**src/rtl/fetch_ctrl_pkg.sv**
```systemverilog
// Shared definitions for the instruction-fetch controller: NOP encoding,
// reset PC, PC step and the fetch FSM state encoding.
package fetch_ctrl_pkg;

    localparam logic [15:0] NOP_INSTR_C = 16'h0800;
    localparam logic [15:0] PC_RESET_C  = 16'h0000;
    localparam logic [15:0] PC_STEP_C   = 16'd2;

    typedef enum logic [1:0] {
        ST_FETCH  = 2'd0,
        ST_WAIT   = 2'd1,
        ST_HOLD   = 2'd2,
        ST_HALTED = 2'd3
    } fetch_state_e;

endpackage

```
**src/rtl/fetch_pc_reg.sv**
```systemverilog
// 16-bit program counter: synchronous reset, load of a redirect target,
// increment by one instruction (2 bytes, modulo 2^16) or hold.
module fetch_pc_reg
    import fetch_ctrl_pkg::*;
#(
    parameter logic [15:0] PC_RESET = PC_RESET_C
) (
    input  logic        clk,
    input  logic        rst,
    input  logic        load,
    input  logic [15:0] load_val,
    input  logic        inc,
    output logic [15:0] pc
);

    logic [15:0] pc_q;
    logic [15:0] pc_d;

    // Next PC: a load outranks an increment; otherwise hold.
    always_comb begin
        pc_d = pc_q;
        if (load) begin
            pc_d = load_val;
        end else if (inc) begin
            pc_d = pc_q + PC_STEP_C;
        end
    end

    // PC register.
    always_ff @(posedge clk) begin
        if (rst) begin
            pc_q <= PC_RESET;
        end else begin
            pc_q <= pc_d;
        end
    end

    assign pc = pc_q;

endmodule

```
**src/rtl/fetch_ctrl.sv**
```systemverilog
// Instruction-fetch controller feeding the IF/ID register. Owns the PC,
// issues single-beat requests to a multi-cycle instruction memory, buffers
// one word across decode stalls, drops the response of a request that was
// overtaken by a redirect and emits NOPs whenever nothing valid is ready.
// Optional build macro FETCH_ALIGN_CHK_EN adds err_out: an odd PC at issue
// time suppresses the request, raises err_out and halts the fetch unit.
module fetch_ctrl
    import fetch_ctrl_pkg::*;
#(
    parameter logic [15:0] PC_RESET  = PC_RESET_C,
    parameter logic [15:0] NOP_INSTR = NOP_INSTR_C
) (
    input  logic        clk,
    input  logic        rst,
    input  logic        redirect,
    input  logic [15:0] redirect_pc,
    input  logic        stall,
    input  logic        halt_in,
    output logic        imem_en,
    output logic [15:0] imem_addr,
    input  logic [15:0] imem_rdata,
    input  logic        imem_done,
    input  logic        imem_stall,
    output logic [15:0] instr_out,
    output logic [15:0] pc_out,
`ifdef FETCH_ALIGN_CHK_EN
    output logic        err_out,
`endif
    output logic        flush_out
);

    fetch_state_e state_q, state_d;

    logic [15:0] instr_q, instr_d;
    logic [15:0] pc_out_q, pc_out_d;
    logic [15:0] buf_q, buf_d;
    logic [15:0] addr_q, addr_d;
    logic        flush_q, flush_d;
    logic        discard_q, discard_d;

    logic [15:0] pc;
    logic        pc_load;
    logic        pc_inc;

    logic        issue;
    logic        align_err;
    logic        resp_valid;
    logic        resp_drop;
    logic        complete;

    fetch_pc_reg #(
        .PC_RESET (PC_RESET)
    ) u_pc (
        .clk      (clk),
        .rst      (rst),
        .load     (pc_load),
        .load_val (redirect_pc),
        .inc      (pc_inc),
        .pc       (pc)
    );

    // A redirect or halt in the FETCH cycle cancels the would-be request so
    // that no wrong-path fetch is ever started.
`ifdef FETCH_ALIGN_CHK_EN
    assign align_err = (state_q == ST_FETCH) && !imem_stall && !redirect
                       && !halt_in && pc[0];
`else
    assign align_err = 1'b0;
`endif

    // Request issue and response classification.
    always_comb begin
        issue      = (state_q == ST_FETCH) && !imem_stall && !redirect
                     && !halt_in && !align_err && !rst;
        resp_valid = issue ? imem_done : ((state_q == ST_WAIT) && imem_done);
        resp_drop  = resp_valid && discard_q;
        complete   = resp_valid && !discard_q;
    end

    assign imem_en   = issue;
    // Outside FETCH the address comes from the latch taken at issue, so it
    // stays stable even when a redirect has already moved the PC.
    assign imem_addr = (state_q == ST_FETCH) ? pc : addr_q;

    // FSM state register.
    always_ff @(posedge clk) begin
        if (rst) begin
            state_q <= ST_FETCH;
        end else begin
            state_q <= state_d;
        end
    end

    // FSM next-state logic.
    always_comb begin
        state_d = state_q;
        if (state_q != ST_HALTED) begin
            if (redirect) begin
                // Stay in WAIT only to swallow a still-outstanding response.
                state_d = ((state_q == ST_WAIT) && !imem_done) ? ST_WAIT : ST_FETCH;
            end else if (halt_in || align_err) begin
                state_d = ST_HALTED;
            end else begin
                case (state_q)
                    ST_FETCH: begin
                        if (issue) begin
                            if (!complete) begin
                                state_d = ST_WAIT;
                            end else if (stall) begin
                                state_d = ST_HOLD;
                            end
                        end
                    end
                    ST_WAIT: begin
                        if (resp_drop) begin
                            state_d = ST_FETCH;
                        end else if (complete) begin
                            state_d = stall ? ST_HOLD : ST_FETCH;
                        end
                    end
                    ST_HOLD: begin
                        if (!stall) begin
                            state_d = ST_FETCH;
                        end
                    end
                    default: state_d = state_q;
                endcase
            end
        end
    end

    // FSM outputs: IF/ID register values, buffer, discard flag, PC control.
    always_comb begin
        instr_d   = instr_q;
        pc_out_d  = pc_out_q;
        flush_d   = 1'b0;
        buf_d     = buf_q;
        discard_d = discard_q;
        addr_d    = issue ? pc : addr_q;
        pc_load   = 1'b0;
        pc_inc    = 1'b0;
        if (state_q == ST_HALTED) begin
            instr_d = NOP_INSTR;
        end else if (redirect) begin
            pc_load   = 1'b1;
            instr_d   = NOP_INSTR;
            flush_d   = 1'b1;
            discard_d = (state_q == ST_WAIT) && !imem_done;
        end else if (halt_in || align_err) begin
            instr_d   = NOP_INSTR;
            discard_d = 1'b0;
        end else if (state_q == ST_HOLD) begin
            if (!stall) begin
                instr_d  = buf_q;
                pc_out_d = pc + PC_STEP_C;
                pc_inc   = 1'b1;
            end
        end else if (complete) begin
            if (!stall) begin
                instr_d  = imem_rdata;
                pc_out_d = pc + PC_STEP_C;
                pc_inc   = 1'b1;
            end else begin
                buf_d = imem_rdata;
            end
        end else begin
            if (resp_drop) begin
                discard_d = 1'b0;
            end
            if (!stall) begin
                instr_d = NOP_INSTR;
            end
        end
    end

    // Datapath and IF/ID output registers.
    always_ff @(posedge clk) begin
        if (rst) begin
            instr_q   <= NOP_INSTR;
            pc_out_q  <= 16'h0000;
            flush_q   <= 1'b0;
            buf_q     <= 16'h0000;
            discard_q <= 1'b0;
            addr_q    <= PC_RESET;
        end else begin
            instr_q   <= instr_d;
            pc_out_q  <= pc_out_d;
            flush_q   <= flush_d;
            buf_q     <= buf_d;
            discard_q <= discard_d;
            addr_q    <= addr_d;
        end
    end

    assign instr_out = instr_q;
    assign pc_out    = pc_out_q;
    assign flush_out = flush_q;

`ifdef FETCH_ALIGN_CHK_EN
    logic err_q, err_d;

    // Sticky misalignment error, cleared only by reset.
    always_comb begin
        err_d = err_q | align_err;
    end

    // Error flag register.
    always_ff @(posedge clk) begin
        if (rst) begin
            err_q <= 1'b0;
        end else begin
            err_q <= err_d;
        end
    end

    assign err_out = err_q;
`endif

endmodule

```
**config.mk**
```make
export PLATFORM = sky130hd
export DESIGN_NAME = fetch_ctrl
export DESIGN_NICKNAME = d
export VERILOG_FILES = /design/src/rtl/fetch_ctrl_pkg.sv /design/src/rtl/fetch_pc_reg.sv /design/src/rtl/fetch_ctrl.sv
export SDC_FILE = /design/constraint.sdc
export NUM_CORES = 1
export LEC_CHECK = 0
export ABC_CLOCK_PERIOD_IN_PS = 3200
export CAP_MARGIN = 20
export CORE_MARGIN = 8
export CORE_UTILIZATION = 48
export DETAILED_ROUTE_END_ITERATION = 10
export DONT_BUFFER_PORTS = 1
export PLACE_DENSITY = 0.72
export SYNTH_ARGS = -nofsm -noshare
export SYNTH_HDL_FRONTEND = slang
export SYNTH_SLANG_ARGS = --single-unit
```
**constraint.sdc**
```tcl
create_clock -name clk -period 3.2 [get_ports clk]
set_clock_uncertainty 0.1 [all_clocks]
set_input_delay 0.32 -clock clk [delete_from_list [all_inputs] [get_ports clk]]
set_output_delay 0.32 -clock clk [all_outputs]
set_load 0.005 [all_outputs]
```
==> After elaboration in Yosys (flattened, before gate mapping) <==
Cells that the tools add are included.
{ "classes": {"n_reduce_logical": 24, "add_sub_neg": 1, "n_bitwise": 4, "mux": 36, "eq_ne": 10} }
{ "ops": {"columns": ["operator", "count"], "rows": [
  ["2-to-1 mux 16 bit", 11],
  ["2-to-1 mux 2 bit", 9],
  ["adder 16 x 2 -> 16 bit, second input constant", 1],
  ["2-to-1 mux 1 bit", 15],
  ["AND reduction 6 bit", 2],
  ["!= test 5 bit, second input constant", 2],
  ["logical AND 1 bit", 8],
  ["!= test 4 bit, second input constant", 2],
  ["AND reduction 4 bit", 2],
  ["zero test 1 bit", 6],
  ["!= test 3 bit, second input constant", 2],
  ["case mux 2 bit (3 select lines)", 1],
  ["nonzero test 5 bit", 1],
  ["equality test 2 bit, second input constant", 2],
  ["inverter 1 bit", 4],
  ["nonzero test 2 bit", 2],
  ["OR reduction 4 bit", 1],
  ["nonzero test 3 bit", 1],
  ["equality test 2 x 1 -> 1 bit, second input constant", 1],
  ["zero test 2 bit", 1],
  ["!= test 2 bit, second input constant", 1]
]} }
{ "totals": {"regBits": 84, "wordCells": 83, "input_bits": 39, "output_inout_bits": 50} }

==> Logic depth before layout (Yosys ltp) <==
Gate-level depths: netlist of the first run.
{ "depth": {"ltp_word": 14, "mapped_depth": 10, "mapped_depth_nobuf": 7} }

==> Hierarchy <==
From an unflattened synthesis of the first run, not the netlist that was laid out.
{ "hier_totals": {"cells_unflattened": 444, "area_unflattened_um2": 4046.4} }
{ "modules_own_cells": {"columns": ["mod", "seq_area_each_um2", "cells_each", "area_per_inst_um2", "instances"], "rows": [
  ["fetch_ctrl", 1361.3, 338, 3159.3, 1],
  ["fetch_pc_reg", 320.3, 106, 887.1, 1]
]} }

==> Worst setup path after synthesis of the first run <==
Ideal clock, no wire load.
{ "synth_path": {"path_kind": "register to register", "startpoint": "reg state_q[0]", "endpoint": "reg u_pc.pc_q[13], in the netlist u_pc.pc[13]", "arrival_time_ps": 1898, "setup_slack_ps": 1087, "setup_time_ps": 115, "required_time_ps": 2985, "stages_incl_launch_ff": 9, "synth_period_minus_slack_ps": 2113, "path_buffers": 2, "cell_sequence": "dfxtp_1 > ha_1 > or3_2 > nor2_4 > and2_1 > buf_4 > buf_4 > a21oi_1 > o21a_1"} }
{ "synth_between": {"elab_chain_len": 13, "elab_cells_between_ends": 19, "cone_classes": "eq/ne: 3; mux: 8; reduce/logical: 8"} }
{ "synth_lines": {"columns": ["element", "line_no", "source"], "rows": [
  ["start, declared", "fetch_ctrl.sv:32", "fetch_state_e state_q, state_d;"],
  ["start signal, assigned", "fetch_ctrl.sv:90", "state_q <= state_d;"],
  ["zero test 2 bit", "fetch_ctrl.sv:73", "issue = (state_q == ST_FETCH) && !imem_stall && !redirect"],
  ["logical AND 1 bit (2 in series)", "fetch_ctrl.sv:73", null],
  ["logical AND 1 bit (2 in series)", "fetch_ctrl.sv:74", "&& !halt_in && !align_err && !rst;"],
  ["2-to-1 mux 1 bit", "fetch_ctrl.sv:75", "resp_valid = issue ? imem_done : ((state_q == ST_WAIT) && imem_done);"],
  ["logical AND 1 bit", "fetch_ctrl.sv:77", "complete = resp_valid && !discard_q;"],
  ["2-to-1 mux 1 bit", "fetch_ctrl.sv:158", "end else if (complete) begin"],
  ["2-to-1 mux 1 bit", "fetch_ctrl.sv:152", "end else if (state_q == ST_HOLD) begin"],
  ["2-to-1 mux 1 bit", "fetch_ctrl.sv:149", "end else if (halt_in || align_err) begin"],
  ["2-to-1 mux 1 bit", "fetch_ctrl.sv:144", "end else if (redirect) begin"],
  ["2-to-1 mux 1 bit", "fetch_ctrl.sv:142", "if (state_q == ST_HALTED) begin"],
  ["nonzero test 2 bit (no line)", null, null],
  ["end signal, assigned", "fetch_pc_reg.sv:34", "pc_q <= pc_d;"],
  ["end, declared", "fetch_pc_reg.sv:16", "logic [15:0] pc_q;"]
]} }
Parallel ways exist; a longest one is shown, timed or not.
A chain may end at the register's enable or synchronous reset.

==> Final worst setup path of the first run <==
{ "layout_path": {"startpoint": "reg state_q[0]", "endpoint": "reg buf_q[5]"} }
{ "layout_between": {"elab_chain_len": 8, "elab_cells_between_ends": 14, "cone_classes": "eq/ne: 3; mux: 1; bitwise: 2; reduce/logical: 8"} }
{ "layout_lines": {"columns": ["element", "line_no", "source"], "rows": [
  ["zero test 2 bit", "fetch_ctrl.sv:73", null],
  ["logical AND 1 bit (2 in series)", "fetch_ctrl.sv:73", null],
  ["logical AND 1 bit (2 in series)", "fetch_ctrl.sv:74", null],
  ["2-to-1 mux 1 bit", "fetch_ctrl.sv:75", null],
  ["logical AND 1 bit", "fetch_ctrl.sv:77", null],
  ["AND reduction 6 bit (no line) *", null, null],
  ["end signal, assigned", "fetch_ctrl.sv:189", "buf_q <= buf_d;"],
  ["end, declared", "fetch_ctrl.sv:36", "logic [15:0] buf_q, buf_d;"]
]} }
Every way passes the cells marked *; elsewhere a longest branch is shown, timed or not.

==> results_dict.tcl, run 1 <==
set metrics [dict create \
    grt_setup_unrepaired "false" \
    cts-buffers-inserted 9 \
    grt_antenna_before_repair 0 \
    timing.critical_path.required_ns 3.40 \
    cp.arrival_ns 2.98 \
    synth_area_um2 4070 \
    synth-seq-cells 84 \
    finalSetupViolations 0 \
    hold_class "primary input to flop" \
    cts_tree "built" \
    async_flop_share_pct 0 \
    die_width_um 108 \
    cts_sinks 84 \
    irDropWorstVdd_uv 226 \
    routed_wl_um 10300 \
    synth_edf_count 0 \
    synthFlopType "dfxtp_1" \
    hold_viol_final 0 \
    final_core_util_pct 52.9 \
    grt_pass1_wl_um 16400 \
    drtAntennaViolNets 0 \
    grt_util_all_layers_pct 17.5 \
    grt-ovfl-total 0 \
    pre_cts_slack_ns 0.779 \
    drc 0 \
    seq_area_frac_synth_pct 41.3 \
    multiInputGateArea_um2 2110 \
    synth_area_per_cell_um2 8.60 \
    crit_chain "ha_1 -> or3_2 -> nor3_1 -> and2_1 -> nand2_1 -> a21oi_1 -> dlygate4sd3_1" \
    die_area_um2 11700 \
    cp-start-kind "flop" \
    synth_cells 473 \
    coreArea_um2 8220 \
    path_class "flop to flop" \
    ys.warnings.count 0 \
    leakagePower_uw 0.00153 \
    cp_max_fo 16 \
    crit_slowest_cell "dlygate4sd3_1" \
    diodes 0 \
    clock_latency_ns 0.35 \
    h-tree-depth 3 \
    start_util_pct 49.5 \
    status "finished clean" \
    postCtsResizedCells 0 \
    powerDensity_nw_per_um2 515 \
    nNetsFinal 505 \
    end_kind "flop" \
    wl_per_cell_um 18.1 \
    dpl_cell_area_um2 4000 \
    rows 33 \
    drtIter0Drc 222 \
    cts_root_buffer "clkbuf_8" \
    die_h_um 108 \
    cts_buffer_depth 2 \
    postCtsSetupBuffers 0 \
    port_buffers 0 \
    firstDrtPassIters 4 \
    setup_slack_ns 0.415 \
    period_minus_slack_ns 2.79 \
    yosys.cell_types.count 50 \
    fin_tns_setup_ns 0 \
    grt_max_degree 47 \
    viasPerCell 5.78 \
    dp_hpwl_um 7120 \
    min_period_over_period_pct 87.0 \
    relSlewSlack_pct 43.1 \
    tightest_slew_ns 0.853 \
    drv_cap 0 \
    routed-via-count 3299 \
    first_global_vias 3134 \
    cpPeakStageDelay_ns 0.55 \
    drive_gt1_share_pct 10.5 \
    fillers 776 \
    clk_pin_slew_ns 0.09 \
    syn_to_final_growth_pct 6.80 \
    syn_nets 517 \
    regArea_um2 1680 \
    fmax_mhz 359 \
    maxSlewViolCount 0 \
    final_area_um2 4340 \
    place.gp.congestion 0.887 \
    pin_count 89 \
]
cell usage in the layout (no fill, tap or decap), types with 10 or more instances in the layout:
cell type and n:
xnor2_1 12, dfxtp_1 84, nor2_1 48, nand3b_1 19
dlygate4sd3_1 11, mux2i_1 11, a2bb2oi_1 10, inv_1 10
a21oi_1 28, mux2_2 18, nor3_1 10, nand3_1 11
nand2_1 78, a211oi_1 20
metal layers:
metal | global-route usage (%) | wire length (um) | vias up
met2 | 26.2 | 4590 | 119
li1 | - | - | 1618
met3 | 6.90 | 1100 | 12
met4 | 6.34 | 132 | 0
met5 | 0 | 0 | -
met1 | 22.3 | 4500 | 1550
critical path, delay by kind of cell (launching register included):
family | cells | cell delay [ns]
adders and majority gates | 1 | 0.25
buffers and inverters | 1 | 0.55
and+or+nand+nor | 4 | 1.36
DFF | 1 | 0.34
AOI/OAI and AO/OA | 1 | 0.15
worst paths after layout:
kind | to | depth (start not counted) | slack, ns | start
hold / removal | buf_q[2] | 2 | 0.008 | imem_rdata[2]
setup reg to reg | buf_q[5] | 7 | 0.41 | state_q[0]
hold reg to reg | buf_q[7] | 2 | 0.35 | buf_q[7]
setup / recovery | buf_q[5] | 7 | 0.41 | state_q[0]
final cells by class:
class                   instances  share of cell area, %
clock inverters                 5                   1.96
well taps                     105                   3.02
flip-flops and latches         84                   38.7
clock buffers                  11                   3.02
repair buffers                 17                   3.86
multi-input cells             339                   48.6
inverters                      10                  0.864
power breakdown:
part	internal (uW)	leakage (uW)	switching, uW	total (uW)
logic	135	0.000740	155	290
registers	1080	0.000682	47.9	1130
clock network	445	0.000104	376	821
total	1660	0.00153	579	2240
Yosys cell counts (2+ instances only):
library cell	n	share of area, %
buf_2	2	0.25
a211oi_1	20	3.7
and2_1	3	0.46
nand2b_1	4	0.62
clkbuf_1	20	1.8
buf_6	4	1.1
nand3_1	11	1.4
nor3_1	10	1.2
xor2_1	8	1.7
nor2b_1	2	0.31
a2bb2oi_1	10	2.2
a21oi_1	28	3.4
nand3b_1	19	3.5
o21a_1	4	0.74
or2_2	2	0.31
a221oi_1	6	1.3
buf_4	7	1.3
nand2_1	78	7.2
nor4_1	6	0.92
clkbuf_8	3	1.0
ha_1	5	1.5
inv_1	10	0.92
nand4_1	3	0.46
mux2i_1	11	2.7
dfxtp_1	84	41
o21ai_0	6	0.74
a311oi_1	2	0.43
o21bai_1	3	0.55
mux2_2	18	5.0
xnor2_1	12	2.6
buf_1	4	0.37
a31oi_1	3	0.46
nor2_1	48	4.4
cell families after synthesis:
kind of cell    share of synthesized area [%]
compound gates                           15.7
flops                                    41.3
mux                                      7.69
buf+inv                                  6.80
simple gates                             22.6
xor+xnor                                 4.31
fa+ha+maj                                1.54
repair_timing:
action                                  in CTS  in global routing
endpoints found under the setup margin       0                  0
hold buffers                                11                  1
endpoints found under the hold margin       46                  1
sequential cells by signal, indices dropped and copies added (netlist names):
signal / count
addr_q: 16
buf_q: 16
discard_q: 1
flush_out: 1
instr_out: 16
pc_out: 16
state_q: 2
u_pc.pc: 16
through the flow:
step / total power (uW) / instances / hold slack, ns
after global routing: 2340 / 571 / 0.00263
after floorplan: 1390 / 473 / 0.328
after global placement: 1410 / 543 / 0.301
after CTS: 2260 / 570 / 0.000367
after detailed placement: 1420 / 543 / 0.304
final: 2240 / 571 / 0.00778
Power figures use the tool's default switching activity.
==> inputs of run 2 (changes only) <==
Settings changed: CORE_UTILIZATION 48 to 68, PLACE_DENSITY 0.72 to 0.93.
==> run 2 against run 1 <==
Sequential share of layout area increased by 0.96 points. Register-to-register slack worse by 0.04 ns. Critical path depth unchanged. Global-route usage up 5.7 points. Fmax decreased by 1.6%. Power fell by 4.1%. Sequential cell count unchanged. Critical endpoint is now buf_q[1]. Final area decreased by 2.4%. Hold slack hardly changed. First-iteration DRC count is 30% higher. Non-clock buffer count fell by 4.
==> results_dict.tcl, run 2 (synthesis gave the netlist of run 1 again) <==
set metrics [dict create \
    status "finished clean" \
    leakagePower_uw 0.00150 \
    cp_max_fo 16 \
    die_h_um 93.3 \
    powerDensity_nw_per_um2 506 \
    min_period_over_period_pct 88.4 \
    clock_latency_ns 0.35 \
    coreArea_um2 5850 \
    routed-via-count 3352 \
    intPower_uw 1570 \
    cts_root_buffer "clkbuf_8" \
    grt_setup_unrepaired "false" \
    nNetsFinal 501 \
    syn_to_final_growth_pct 4.21 \
    clk_pin_slew_ns 0.09 \
    finalSetupViolations 0 \
    cts_buffer_depth 2 \
    first_global_vias 3268 \
    cts_sinks 84 \
    h-tree-depth 3 \
    p_clk_share_pct 34.2 \
    cts-buffers-inserted 9 \
    end_kind "flop" \
    relSlewSlack_pct 40.8 \
    firstDrtPassIters 5 \
    period_minus_slack_ns 2.83 \
    pre_cts_slack_ns 0.592 \
    irDropWorstVdd_uv 350 \
    fmax_mhz 353 \
    postCtsSetupBuffers 0 \
    tightest_slew_ns 0.888 \
    drtIter0Drc 288 \
    grt_max_degree 47 \
    diodes 0 \
    timing.critical_path.required_ns 3.40 \
    switching_share_pct 26.9 \
    start_util_pct 69.5 \
    final_core_util_pct 72.5 \
    final_common_cell "dfxtp_1" \
    comb_power_share_pct 13.2 \
    die_width_um 93.3 \
    fin_tns_setup_ns 0 \
    viasPerCell 6.25 \
    drc 0 \
    drtAntennaViolNets 0 \
    seqPwrFrac_pct 52.6 \
    drv_cap 0 \
    die_area_um2 8710 \
    rows 28 \
    setup_slack_ns 0.370 \
    drive_gt1_share_pct 10.8 \
    layout_common_cells "dfxtp_1, nand2_1, nor2_1, a21oi_1, a211oi_1" \
    hold_class "primary input to flop" \
    port_buffers 0 \
    place.gp.congestion 0.945 \
    p_sw_uw 578 \
    grt-ovfl-total 0 \
    cp.arrival_ns 3.03 \
    grt_util_all_layers_pct 23.2 \
    dp_hpwl_um 7290 \
    hold_viol_final 0 \
    path_class "flop to flop" \
    cp-start-kind "flop" \
    postCtsResizedCells 0 \
    wl_per_cell_um 18.9 \
    routed_wl_um 10100 \
    cts_tree "built" \
    grt_pass1_wl_um 16300 \
    pin_count 89 \
    maxSlewViolCount 0 \
    grt_antenna_before_repair 0 \
]
[run 2: layer usage]
metal  GRT usage, %  part of all wire, %
met1           26.3                   39
met2           38.5                   47
met3           8.41                   10
met4           10.1                  3.2
met5              0                    0
[run 2: path summary, 6_finish.rpt]
kind | slack [ns] | start | depth (start not counted) | end
setup / recovery | 0.37 | state_q[0] | 7 | buf_q[1]
hold / removal | 0.008 | imem_rdata[11] | 2 | buf_q[11]
hold reg to reg | 0.35 | buf_q[9] | 2 | buf_q[9]
setup reg to reg | 0.37 | state_q[0] | 7 | buf_q[1]
[run 2: power groups by stage]
stage	Clock [uW]	Combinational, uW	Sequential [uW]
6_report	734	284	1130
5_1_grt	777	311	1130
4_1_cts	742	283	1130
3_5_place_dp	0	264	1150
3_3_place_gp	0	254	1150
2_1_floorplan	0	266	1120
[run 2: cell type report]
class / instances / area [um^2]
inverter: 10 / 37.5
multi-input combinational: 339 / 2110
sequential: 84 / 1680
tap: 75 / 93.8
clock buffer: 9 / 124
clock inverter: 6 / 65.1
timing repair buffer: 13 / 128
fill: 431 / 1610
[run 2: metrics by stage]
step	hold WS, ns	power (uW)	std cells	area [um^2]
floorplan	0.328	1390	473	4070
global placement	0.297	1400	513	3960
detailed placement	0.301	1410	513	3960
CTS	0.000350	2150	536	4240
global route	0.00485	2220	536	4240
finish	0.00814	2150	536	4240
[run 2: what timing repair did]
action	in CTS	in global routing
setup endpoints to repair	0	0
hold buffers	8	0
hold endpoints to repair	46	0
[run 2: worst max-delay path: stages (launching register included)]
cell and delay [ns]:
dfxtp_1 0.35, ha_1 0.27, or3_2 0.52, nor3_1 0.21
and2_1 0.52, nand2_1 0.10, a21oi_1 0.16, dlygate4sd3_1 0.56
==> inputs of run 3 (changes only) <==
Settings changed: CORE_UTILIZATION 68 to 41, PLACE_DENSITY 0.93 to 0.64.
==> run 3 against run 2 <==
Clock-buffer cell count did not move. Wire length rose by 4.5%. Hold slack improved by 0.00089 ns. Critical endpoint is now u_pc.pc[1]. Critical path type unchanged.
==> results_dict.tcl, run 3 (synthesis gave the netlist of run 1 again) <==
set metrics [dict create \
    layout_common_cells "dfxtp_1, nand2_1, nor2_1, a21oi_1, a211oi_1" \
    drc 0 \
    postCtsSetupBuffers 0 \
    cts_sinks 84 \
    hold_viol_final 0 \
    cts-buffers-inserted 9 \
    cp.arrival_ns 2.72 \
    cp_max_fo 30 \
    pre_cts_slack_ns 0.694 \
    coreArea_um2 9680 \
    drive_gt1_share_pct 10.9 \
    timing.critical_path.required_ns 3.38 \
    r2r_slack_ns 0.66 \
    rows 36 \
    viasPerCell 5.44 \
    hold_ws_ns 0.00903 \
    nNetsFinal 514 \
    cts_buffer_depth 2 \
    fin_tns_setup_ns 0 \
    cts_tree "built" \
    diodes 0 \
    fmax_mhz 394 \
    clock_latency_ns 0.36 \
    grt-ovfl-total 0 \
    pin_count 89 \
    drv_cap 0 \
    cts_root_buffer "clkbuf_8" \
    powerDensity_nw_per_um2 522 \
    port_buffers 0 \
    first_global_vias 3147 \
    final_common_cell "dfxtp_1" \
    drtAntennaViolNets 0 \
    maxSlewViolCount 0 \
    firstDrtPassIters 4 \
    period_minus_slack_ns 2.54 \
    grt_max_degree 47 \
    grt_pass1_wl_um 17200 \
    end_kind "flop" \
    routed-via-count 3306 \
    finalSetupViolations 0 \
    drtIter0Drc 306 \
    h-tree-depth 3 \
    path_class "flop to flop" \
    clk_pin_slew_ns 0.09 \
    leakagePower_uw 0.00158 \
    cp-start-kind "flop" \
    tightest_slew_ns 0.700 \
    place.gp.congestion 0.866 \
    wl_per_cell_um 17.4 \
    min_period_over_period_pct 79.3 \
    grt_antenna_before_repair 0 \
    grt_util_all_layers_pct 16.4 \
    hold_class "primary input to flop" \
    routed_wl_um 10600 \
    setup_slack_ns 0.661 \
    die_width_um 116 \
    relSlewSlack_pct 52.9 \
    syn_to_final_growth_pct 10.3 \
    status "finished clean" \
    die_area_um2 13400 \
    grt_setup_unrepaired "false" \
    dp_hpwl_um 7270 \
    die_h_um 116 \
    start_util_pct 42.0 \
    irDropWorstVdd_uv 267 \
]
run 3: cell count changes in the layout (fill, tap and decap cells not counted):
cell,before,now
dlygate4sd3_1,7,19
bufinv_16,1,3
buf_4,5,6
clkinv_2,2,3
clkinvlp_4,1,0
clkinv_4,1,0
run 3: critical path, cell delays in order, from the launching register on:
cell and delay [ns]:
dfxtp_1 0.35, ha_1 0.26, or3_2 0.52, nor2_4 0.25, and2_1 0.31, buf_4 0.33, nand2b_1 0.12, a311oi_1 0.21
run 3: layer usage:
layer | vias up | routed length (um) | global-route usage [%]
met5 | - | 0 | 0
met4 | 0 | 227 | 5.95
met3 | 17 | 1080 | 7.40
met2 | 100 | 4550 | 23.8
met1 | 1540 | 4700 | 20.9
li1 | 1649 | - | -
run 3: stage by stage:
stage / area [um^2] / utilization [%] / power [uW] / std cells
global placement: 4040 / 41.7 / 1410 / 572
floorplan: 4070 / - / 1390 / 473
detailed placement: 4040 / 41.7 / 1420 / 572
global route: 4490 / 46.3 / 2450 / 608
CTS: 4490 / 46.3 / 2360 / 608
finish: 4490 / 46.3 / 2340 / 608
run 3: layout make-up:
cell class | instances | area (um^2)
Sequential cell | 84 | 1680
Clock inverter | 7 | 114
Tap cell | 133 | 166
Timing Repair Buffer | 26 | 255
Multi-Input combinational cell | 339 | 2110
Fill cell | 922 | 5200
Clock buffer | 9 | 124
Inverter | 10 | 37.5
run 3: final timing paths:
path / end / start / depth (start not counted)
max: u_pc.pc[1] / state_q[0] / 7
min: instr_out[13] / stall / 2
max reg2reg: u_pc.pc[1] / state_q[0] / 7
min reg2reg: buf_q[11] / buf_q[11] / 2
run 3: what timing repair did:
item,in CTS,in global routing
endpoints found under the hold margin,49,0
resized for setup,0,0
hold buffers,20,0
run 3: report_power, final:
| group | switching, uW | total, uW | leakage, uW | internal [uW] |
|---|---|---|---|---|
| Combinational | 158 | 300 | 0.000775 | 143 |
| Sequential | 48.4 | 1130 | 0.000682 | 1080 |
| Clock | 397 | 914 | 0.000123 | 517 |
| Total | 603 | 2340 | 0.00158 | 1740 |
